File: config.mk
export PLATFORM = sky130hd
export DESIGN_NAME = pipe_stage_reg
export DESIGN_NICKNAME = d
export VERILOG_FILES = /design/src/rtl/pipe_stage_reg_pkg.sv /design/src/rtl/pipe_sat_counter.sv /design/src/rtl/pipe_stage_reg.sv
export SDC_FILE = /design/constraint.sdc
export NUM_CORES = 1
export LEC_CHECK = 0
export ABC_AREA = 0
export CORE_MARGIN = 2
export CORE_UTILIZATION = 40
export DETAILED_ROUTE_END_ITERATION = 6
export GPL_TIMING_DRIVEN = 0
export PLACE_DENSITY_LB_ADDON = 0.2
export SYNTH_ARGS = -nofsm -noshare
export SYNTH_HDL_FRONTEND = slang
export SYNTH_SLANG_ARGS = --single-unit
File: constraint.sdc
create_clock -name clock -period 2.72 [get_ports clock]
set_input_delay 0.272 -clock clock [delete_from_list [all_inputs] [get_ports clock]]
set_output_delay 0.272 -clock clock [all_outputs]
set_load 0.01 [all_outputs]
File: src/rtl/pipe_stage_reg_pkg.sv
// Shared types for the pipeline-stage register and the per-stage payload structs.
// Stage wrappers cast these structs to the flat data/control vectors of pipe_stage_reg.
package pipe_stage_reg_pkg;

  localparam int XLEN          = 32;
  localparam int STAT_W        = 32;
  localparam int DEF_DATA_W    = 128;
  localparam int DEF_CTRL_W    = 8;

  // Which update the register performs on the coming edge, in priority order.
  typedef enum logic [1:0] {
    OP_RESET = 2'd0,
    OP_FLUSH = 2'd1,
    OP_HOLD  = 2'd2,
    OP_LOAD  = 2'd3
  } stage_op_t;

  typedef struct packed {
    logic [XLEN-1:0] pc;
    logic [XLEN-1:0] instr;
    logic [XLEN-1:0] pc_plus4;
    logic [XLEN-1:0] pred_target;
  } pipeline_data_t_ifid;

  typedef struct packed {
    logic predicted_taken;
    logic [6:0] spare;
  } pipeline_control_t_ifid;

  typedef struct packed {
    logic [XLEN-1:0] pc;
    logic [XLEN-1:0] rs1_val;
    logic [XLEN-1:0] rs2_val;
    logic [XLEN-1:0] imm;
  } pipeline_data_t_idex;

  typedef struct packed {
    logic reg_write;
    logic mem_read;
    logic mem_write;
    logic mem_to_reg;
    logic branch;
    logic jump;
    logic alu_src;
    logic pc_to_reg;
  } pipeline_control_t_idex;

  typedef struct packed {
    logic [XLEN-1:0] alu_result;
    logic [XLEN-1:0] store_val;
    logic [XLEN-1:0] pc_plus4;
    logic [XLEN-1:0] rd_idx;
  } pipeline_data_t_exmem;

  typedef struct packed {
    logic reg_write;
    logic mem_read;
    logic mem_write;
    logic mem_to_reg;
    logic pc_to_reg;
    logic [2:0] mem_size;
  } pipeline_control_t_exmem;

  typedef struct packed {
    logic [XLEN-1:0] alu_result;
    logic [XLEN-1:0] load_val;
    logic [XLEN-1:0] pc_plus4;
    logic [XLEN-1:0] rd_idx;
  } pipeline_data_t_memwb;

  typedef struct packed {
    logic reg_write;
    logic mem_to_reg;
    logic pc_to_reg;
    logic [4:0] spare;
  } pipeline_control_t_memwb;

  // Bubble constants: every write, memory and branch enable is off.
  localparam pipeline_control_t_ifid  CTRL_BUBBLE_IFID  = '0;
  localparam pipeline_control_t_idex  CTRL_BUBBLE_IDEX  = '0;
  localparam pipeline_control_t_exmem CTRL_BUBBLE_EXMEM = '0;
  localparam pipeline_control_t_memwb CTRL_BUBBLE_MEMWB = '0;

  function automatic stage_op_t decode_op(input logic reset, input logic flush,
                                          input logic stall);
    if (reset)      return OP_RESET;
    else if (flush) return OP_FLUSH;
    else if (stall) return OP_HOLD;
    else            return OP_LOAD;
  endfunction

endpackage

File: src/rtl/pipe_sat_counter.sv
// Saturating up-counter with synchronous clear; sticks at all-ones instead of wrapping.
module pipe_sat_counter #(
  parameter int WIDTH = 32
) (
  input  logic             clk_i,
  input  logic             clear_i,
  input  logic             inc_i,
  output logic [WIDTH-1:0] count_o
);

  logic [WIDTH-1:0] count_q;
  logic [WIDTH-1:0] count_d;

  always_comb begin
    count_d = count_q;
    if (inc_i && (count_q != {WIDTH{1'b1}})) begin
      count_d = count_q + {{(WIDTH-1){1'b0}}, 1'b1};
    end
  end

  always_ff @(posedge clk_i) begin
    if (clear_i) begin
      count_q <= '0;
    end else begin
      count_q <= count_d;
    end
  end

  assign count_o = count_q;

endmodule

File: src/rtl/pipe_stage_reg.sv
// Generic pipeline register with valid tracking, stall (hold) and flush (bubble).
// Optional stall/bubble statistics counters are enabled by defining PIPE_STAGE_STATS_EN.
module pipe_stage_reg
  import pipe_stage_reg_pkg::*;
#(
  parameter int                 DATA_W      = DEF_DATA_W,
  parameter int                 CTRL_W      = DEF_CTRL_W,
  parameter logic [CTRL_W-1:0]  CTRL_BUBBLE = '0
) (
  input  logic              clock,
  input  logic              reset,
  input  logic              in_valid,
  input  logic [DATA_W-1:0] data_in,
  input  logic [CTRL_W-1:0] control_in,
  input  logic              stall,
  input  logic              flush,
`ifdef PIPE_STAGE_STATS_EN
  output logic [31:0]       stall_cycles,
  output logic [31:0]       bubble_count,
`endif
  output logic              out_valid,
  output logic [DATA_W-1:0] data_out,
  output logic [CTRL_W-1:0] control_out
);

  stage_op_t         op;
  logic              valid_q, valid_d;
  logic [DATA_W-1:0] data_q,  data_d;
  logic [CTRL_W-1:0] ctrl_q,  ctrl_d;

  assign op = decode_op(reset, flush, stall);

  // Flush keeps the old payload; a bubble load still captures data_in so the
  // data path needs no enable, only control is forced to the bubble value.
  always_comb begin
    valid_d = valid_q;
    data_d  = data_q;
    ctrl_d  = ctrl_q;
    unique case (op)
      OP_RESET: begin
        valid_d = 1'b0;
        data_d  = '0;
        ctrl_d  = CTRL_BUBBLE;
      end
      OP_FLUSH: begin
        valid_d = 1'b0;
        ctrl_d  = CTRL_BUBBLE;
      end
      OP_HOLD: begin
        valid_d = valid_q;
      end
      OP_LOAD: begin
        valid_d = in_valid;
        data_d  = data_in;
        ctrl_d  = in_valid ? control_in : CTRL_BUBBLE;
      end
      default: begin
        valid_d = 1'b0;
        ctrl_d  = CTRL_BUBBLE;
      end
    endcase
  end

  always_ff @(posedge clock) begin
    if (reset) begin
      valid_q <= 1'b0;
      data_q  <= '0;
      ctrl_q  <= CTRL_BUBBLE;
    end else begin
      valid_q <= valid_d;
      data_q  <= data_d;
      ctrl_q  <= ctrl_d;
    end
  end

  assign out_valid   = valid_q;
  assign data_out    = data_q;
  assign control_out = ctrl_q;

`ifdef PIPE_STAGE_STATS_EN
  logic stall_inc;
  logic bubble_inc;

  // A bubble is counted on every edge that writes out_valid=0 (flush or empty load).
  assign stall_inc  = (op == OP_HOLD);
  assign bubble_inc = (op == OP_FLUSH) || ((op == OP_LOAD) && !in_valid);

  pipe_sat_counter #(.WIDTH(STAT_W)) u_stall_cnt (
    .clk_i   (clock),
    .clear_i (reset),
    .inc_i   (stall_inc),
    .count_o (stall_cycles)
  );

  pipe_sat_counter #(.WIDTH(STAT_W)) u_bubble_cnt (
    .clk_i   (clock),
    .clear_i (reset),
    .inc_i   (bubble_inc),
    .count_o (bubble_count)
  );
`endif

endmodule

==> flow_summary.toml, run 1 <==
[floorplan]
coreArea_sq_mm = 0.0131
die_h_um = 119
fp-row-count = 42
initial_utilization_pct = 40.6
die_x_um = 119
die_area_sq_mm = 0.0143
num_io_pins = 278

[clock_tree]
root_buffer = "clkbuf_16"
cts.repair_timing.setup_buffer_count = 0
number_of_levels_in_the_clock_h_tree = 4
cts_buf_count = 17
holdBufCountCts = 0
tritoncts_clock_tree = "yes"
count_of_clock_tree_sinks = 137
quantity_of_gates_resized_following_cts = 0
worst_skew_pair.late_latency_ps = 410
cts.reportedPaths.clkPinSlew_ps = 60
cts.path.max_buffers = 2

[power_and_ir_drop]
p_sw_mw = 1.16
power_report.internal_total_mw = 4.12
max-vdd-ir-drop_mv = 0.495
power.density_mw_per_mm2 = 588
clockPowerShare_pct = 49.0
comb_power_share_pct = 12.0
netSwitchingFraction_pct = 21.9
static-leakage-power_nw = 3.02
fin_total_pwr_mw = 5.28
share_seq_of_total_power_pct = 38.9

[layout]
layout-drive-gt1-share_pct = 6.83
final_common_cell = "clkdlybuf4s50_1"
multi_input_area_sq_mm = 0.00229
seqCellArea_sq_mm = 0.00274
mostFrequentLayoutCells = "275 x clkdlybuf4s50_1, 138 x a21oi_1, 137 x dfxtp_1, 128 x nand2b_1, 128 x nand3_1"
finish.net_count = 1054
final_core_util_pct = 68.3
fill_cells = 1030
area_delta_synth_final_pct = 68.4
antenna_cells = 0

[drt]
drt-vias-per-instance = 5.05
routed-via-count = 5550
routed_wl_mm = 17.9
detail_route.wl_per_cell_um = 16.2
post-route-drc-count = 0
first_iter_violations = 297
drtPass1Iterations = 5
detail-route-antenna-nets = 0

[setup_path]
reg2reg_setup_slack_ps = 2060
worstPathArrival_ps = 2170
timing.critical_path.cells = "clkdlybuf4s50_1, inv_1, a21o_1, ha_1, buf_2, clkbuf_1, nand2b_1, a21oi_1"
crit_slowest_cell = "clkdlybuf4s50_1"
startpoint_type = "input port"
required_ps = 3000
timing.setup.critical_path_class = "in2reg"
critical_path.max_fanout = 10
end_kind = "flip-flop"
cp_slowest_stage_delay_ps = 480

[timing]
setup-tns-final_ps = 0
worst_pin_slew_ps = 471
timing.clock.skew_ps = 0
layout_min_cycle_time_ps = 1890
fmax_mhz = 528
rsz0062_at_grt = "false"
report.final.hold_viol_count = 0
setup_viol = 0
slew_headroom_pct = 68.6
final.period_utilization_pct = 69.6
slew_violations = 0
worst_slack_ps = 826

[global_route]
busiest_layer = "met2"
met1_usage_pct = 27.5
wire_length_of_the_first_global_routing_pass_mm = 27.2
global_route.usage.total_pct = 24.3
vias_in_the_first_global_route = 5305
globalRoute.totalOverflow = 0
grt_antenna_before_repair = 0
grt_start_max_net_pins = 17
global_route.usage.met3_pct = 8.09
globalRouteMet2Util_pct = 41.9

[logic_synthesis]
synth_seq_area_share_pct = 51.5
synthesis.area_per_instance_sq_um = 8.65
synth_cell_types = 16
syn-num-nets = 760
synth_area_sq_mm = 0.00533
synth-seq-cells = 137
synth-warning-count = 0
synthesis.instances = 616

[place]
io_buffer_count = 275
dp_slack_ps = 418
place.gp.congestion = 0.828
place_hpwl_mm = 13.2

[job]
timing.max_cap.violations = 0

[status]
status = "finished, final reports clean"

[hold_path]
hold_path.class = "in2reg"
-- layout make-up --
cell class	instances	share of cell area, %
flip-flops and latches	137	30.6
repair buffers	275	30.7
multi-input cells	417	25.5
well taps	176	2.45
clock inverters	11	2.12
clock buffers	21	5.35
inverters	1	0.0418
plain buffers	61	3.24
-- cells in the mapped netlist (all sizes together) --
master,n,area share [%]
ha,3,0.70
nand3,128,12
clkbuf,25,1.8
nand2,9,0.63
dfxtp,137,51
nor2,1,0.070
buf,36,3.7
inv,1,0.070
a21o,1,0.14
nand3b,1,0.14
nand2b,128,15
a21oi,138,13
nand4b,8,1.3
-- through the flow --
step | instances | hold WS (ps) | area [sq um]
2_1_floorplan | 616 | 436 | 5330
3_3_place_gp | 1067 | 443 | 8300
3_5_place_dp | 1067 | 459 | 8300
4_1_cts | 1099 | 259 | 8970
5_1_grt | 1099 | 312 | 8970
6_report | 1099 | 290 | 8970
-- power groups by stage --
stage               Combinational, mW  Clock, mW  Sequential, mW
finish                          0.636       2.59            2.05
global route                    0.682       2.71            2.06
CTS                             0.637       2.61            2.05
detailed placement              0.633          0            2.10
global placement                0.620          0            2.10
floorplan                       0.268          0            2.11
-- worst max-delay path, delay by kind of cell --
| family | cells | cell delay [ps] |
|---|---|---|
| AOI/OAI and AO/OA | 2 | 230 |
| adders and majority gates | 1 | 320 |
| buffers and inverters | 4 | 1150 |
| and+or+nand+nor | 1 | 190 |
-- cell families (layout without fill, tap and decap cells) --
kind of cell	after synthesis	in the layout	share of synthesized area, %
buffers and inverters	62	369	5.52
adders and majority gates	3	3	0.704
DFF	137	137	51.5
and+or+nand+nor	275	275	29.2
AOI/OAI and AO/OA	139	139	13.1
-- flip-flops by register name (all words and copies together) (netlist names) --
name and count:
control_out 8, data_out 128, out_valid 1
-- final timing paths --
check	startpoint	endpoint	depth (start not counted)
min	in_valid	out_valid	3
max	flush	data_out[80]	8
min reg2reg	control_out[2]	control_out[2]	2
max reg2reg	data_out[80]	data_out[80]	2
-- per-layer routing --
| layer | share of wire, % | wire length (um) |
|---|---|---|
| met1 | 40 | 7080 |
| met5 | 0 | 0 |
| met3 | 8.0 | 1430 |
| met2 | 50 | 8890 |
| met4 | 2.5 | 446 |
No activity file was read; power rests on OpenSTA's default activity.
==> run 2: changes to the inputs <==
==> constraint.sdc (replaced) <==
create_clock -name clock -period 1.79 [get_ports clock]
set_input_delay 0.179 -clock clock [delete_from_list [all_inputs] [get_ports clock]]
set_output_delay 0.179 -clock clock [all_outputs]
set_load 0.01 [all_outputs]
==> flow_summary.toml, run 2 (synthesized netlist as in run 1, its figures left out) <==
[timing]
slew_headroom_pct = 69.6
final.period_utilization_pct = 96.2
worst_slack_ps = 68.0
setup_viol = 0
timing.clock.skew_ps = 0
report.final.hold_viol_count = 0
rsz0062_at_grt = "true"
fmax_mhz = 581
setup-tns-final_ps = 0
layout_min_cycle_time_ps = 1720
worst_pin_slew_ps = 456
hold_slack_ps = 196
slew_violations = 0

[place]
place.gp.congestion = 0.828
placed_cells = 1067
place_hpwl_mm = 13.2
dpl-instance-area_sq_mm = 0.00830
io_buffer_count = 275
dp_slack_ps = -419

[setup_path]
crit_slowest_cell = "clkdlybuf4s50_1"
launch_point_of_the_critical_path = "flush"
startpoint_type = "input port"
reg2regPathDepth = 2
worstReg2RegEnd = "data_out[80]"
timing.critical_path.cells = "clkdlybuf4s50_1, inv_1, a21o_1, ha_1, clkbuf_4, clkbuf_1, nand2b_1, a21oi_1"
critical_path.max_fanout = 10
end_kind = "flip-flop"
cp_slowest_stage_delay_ps = 480
timing.setup.critical_path_class = "in2reg"
endpoint_of_the_most_critical_setup_path = "data_out[81]"
reg2reg_setup_slack_ps = 1130
required_ps = 2060
worstPathArrival_ps = 2000
critical_path.reg2reg.startpoint = "data_out[80]"

[layout]
layout-drive-gt1-share_pct = 7.58
finish.net_count = 1054
largest_reg_flops = 128
final_core_util_pct = 68.4
area_delta_synth_final_pct = 68.6
final_common_cell = "clkdlybuf4s50_1"
fill_cells = 1026
antenna_cells = 0
finish.cell_count_without_fillers = 1099
finalInstanceArea_sq_mm = 0.00899
mostFrequentLayoutCells = "275 x clkdlybuf4s50_1, 138 x a21oi_1, 137 x dfxtp_1, 128 x nand2b_1, 128 x nand3_1"

[floorplan]
die_h_um = 119
die_area_sq_mm = 0.0143
fp-row-count = 42
coreArea_sq_mm = 0.0131
num_io_pins = 278
die_x_um = 119
initial_utilization_pct = 40.6

[hold_path]
hold_path.class = "in2reg"

[job]
timing.max_cap.violations = 0

[global_route]
grt_start_max_net_pins = 17
grt_antenna_before_repair = 0
globalRoute.totalOverflow = 0
vias_in_the_first_global_route = 5305
global_route.usage.total_pct = 24.3
wire_length_of_the_first_global_routing_pass_mm = 27.2

[drt]
drtPass1Iterations = 5
first_iter_violations = 294
post-route-drc-count = 0
routed_wl_mm = 17.8
detail_route.wl_per_cell_um = 16.2
routed-via-count = 5559
drt-vias-per-instance = 5.06
detail-route-antenna-nets = 0

[clock_tree]
cts.reportedPaths.clkPinSlew_ps = 60
cts.repair_timing.setup_buffer_count = 0
tritoncts_clock_tree = "yes"
number_of_levels_in_the_clock_h_tree = 4
root_buffer = "clkbuf_16"
count_of_clock_tree_sinks = 137
worst_skew_pair.late_latency_ps = 410
cts.path.max_buffers = 2
cts_buf_count = 17

[power_and_ir_drop]
fin_total_pwr_mw = 8.02
power.density_mw_per_mm2 = 893
static-leakage-power_nw = 3.04
max-vdd-ir-drop_mv = 0.752

[status]
status = "finished, final reports clean"
[run 2: metal layers]
metal	GRT usage, %	vias to the layer above	routed length, um
li1	-	2693	-
met4	10.4	0	475
met1	27.5	2588	6940
met3	8.09	33	1500
met2	41.9	245	8860
met5	0	-	0
[run 2: critical path: cells and delay by family]
kind	cells	cell delay, ps
AO/OA/AOI/OAI	2	220
adder cells (fa/ha/maj)	1	320
AND/OR/NAND/NOR	1	170
buffers and inverters	4	1100
[run 2: worst min-delay path by stage]
stage,start,end,slack (ps),cells after the start
2_1_floorplan,data_in[103],data_out[103],340,2
3_3_place_gp,control_out[7],control_out[7],440,2
3_5_place_dp,control_out[6],control_out[6],460,2
4_1_cts,in_valid,out_valid,170,3
5_1_grt,in_valid,control_out[7],220,3
6_report,in_valid,out_valid,200,3
[run 2: power breakdown]
| group | total [mW] | internal, mW | switching (mW) | leakage [nW] |
|---|---|---|---|---|
| registers | 3.12 | 3.10 | 0.0254 | 1.11 |
| clock network | 3.93 | 2.62 | 1.31 | 0.329 |
| logic | 0.971 | 0.551 | 0.420 | 1.61 |
| total | 8.02 | 6.27 | 1.75 | 3.04 |
[run 2: final cells by class]
class	count	area, sq um	area share [%]
repair buffers	275	2750	30.6
flip-flops and latches	137	2740	30.5
multi-input cells	417	2290	25.5
clock buffers	21	480	5.35
plain buffers	61	304	3.38
well taps	176	220	2.45
clock inverters	11	190	2.12
inverters	1	3.75	0.0418
[run 2: timing repair]
action / CTS / global route
endpoints found under the setup margin: 0 / 100
hold buffers: 0 / 0
gates resized for setup: 0 / 18
==> run 3: changes to the inputs <==
--- a/config.mk
+++ b/config.mk
@@ -11,6 +11,7 @@
 export DETAILED_ROUTE_END_ITERATION = 6
 export GPL_TIMING_DRIVEN = 0
 export PLACE_DENSITY_LB_ADDON = 0.2
+export SKIP_CTS_REPAIR_TIMING = 1
 export SYNTH_ARGS = -nofsm -noshare
 export SYNTH_HDL_FRONTEND = slang
 export SYNTH_SLANG_ARGS = --single-unit
==> results of run 3 <==
The final DEF is identical to that of run 2; final timing and power are the same.
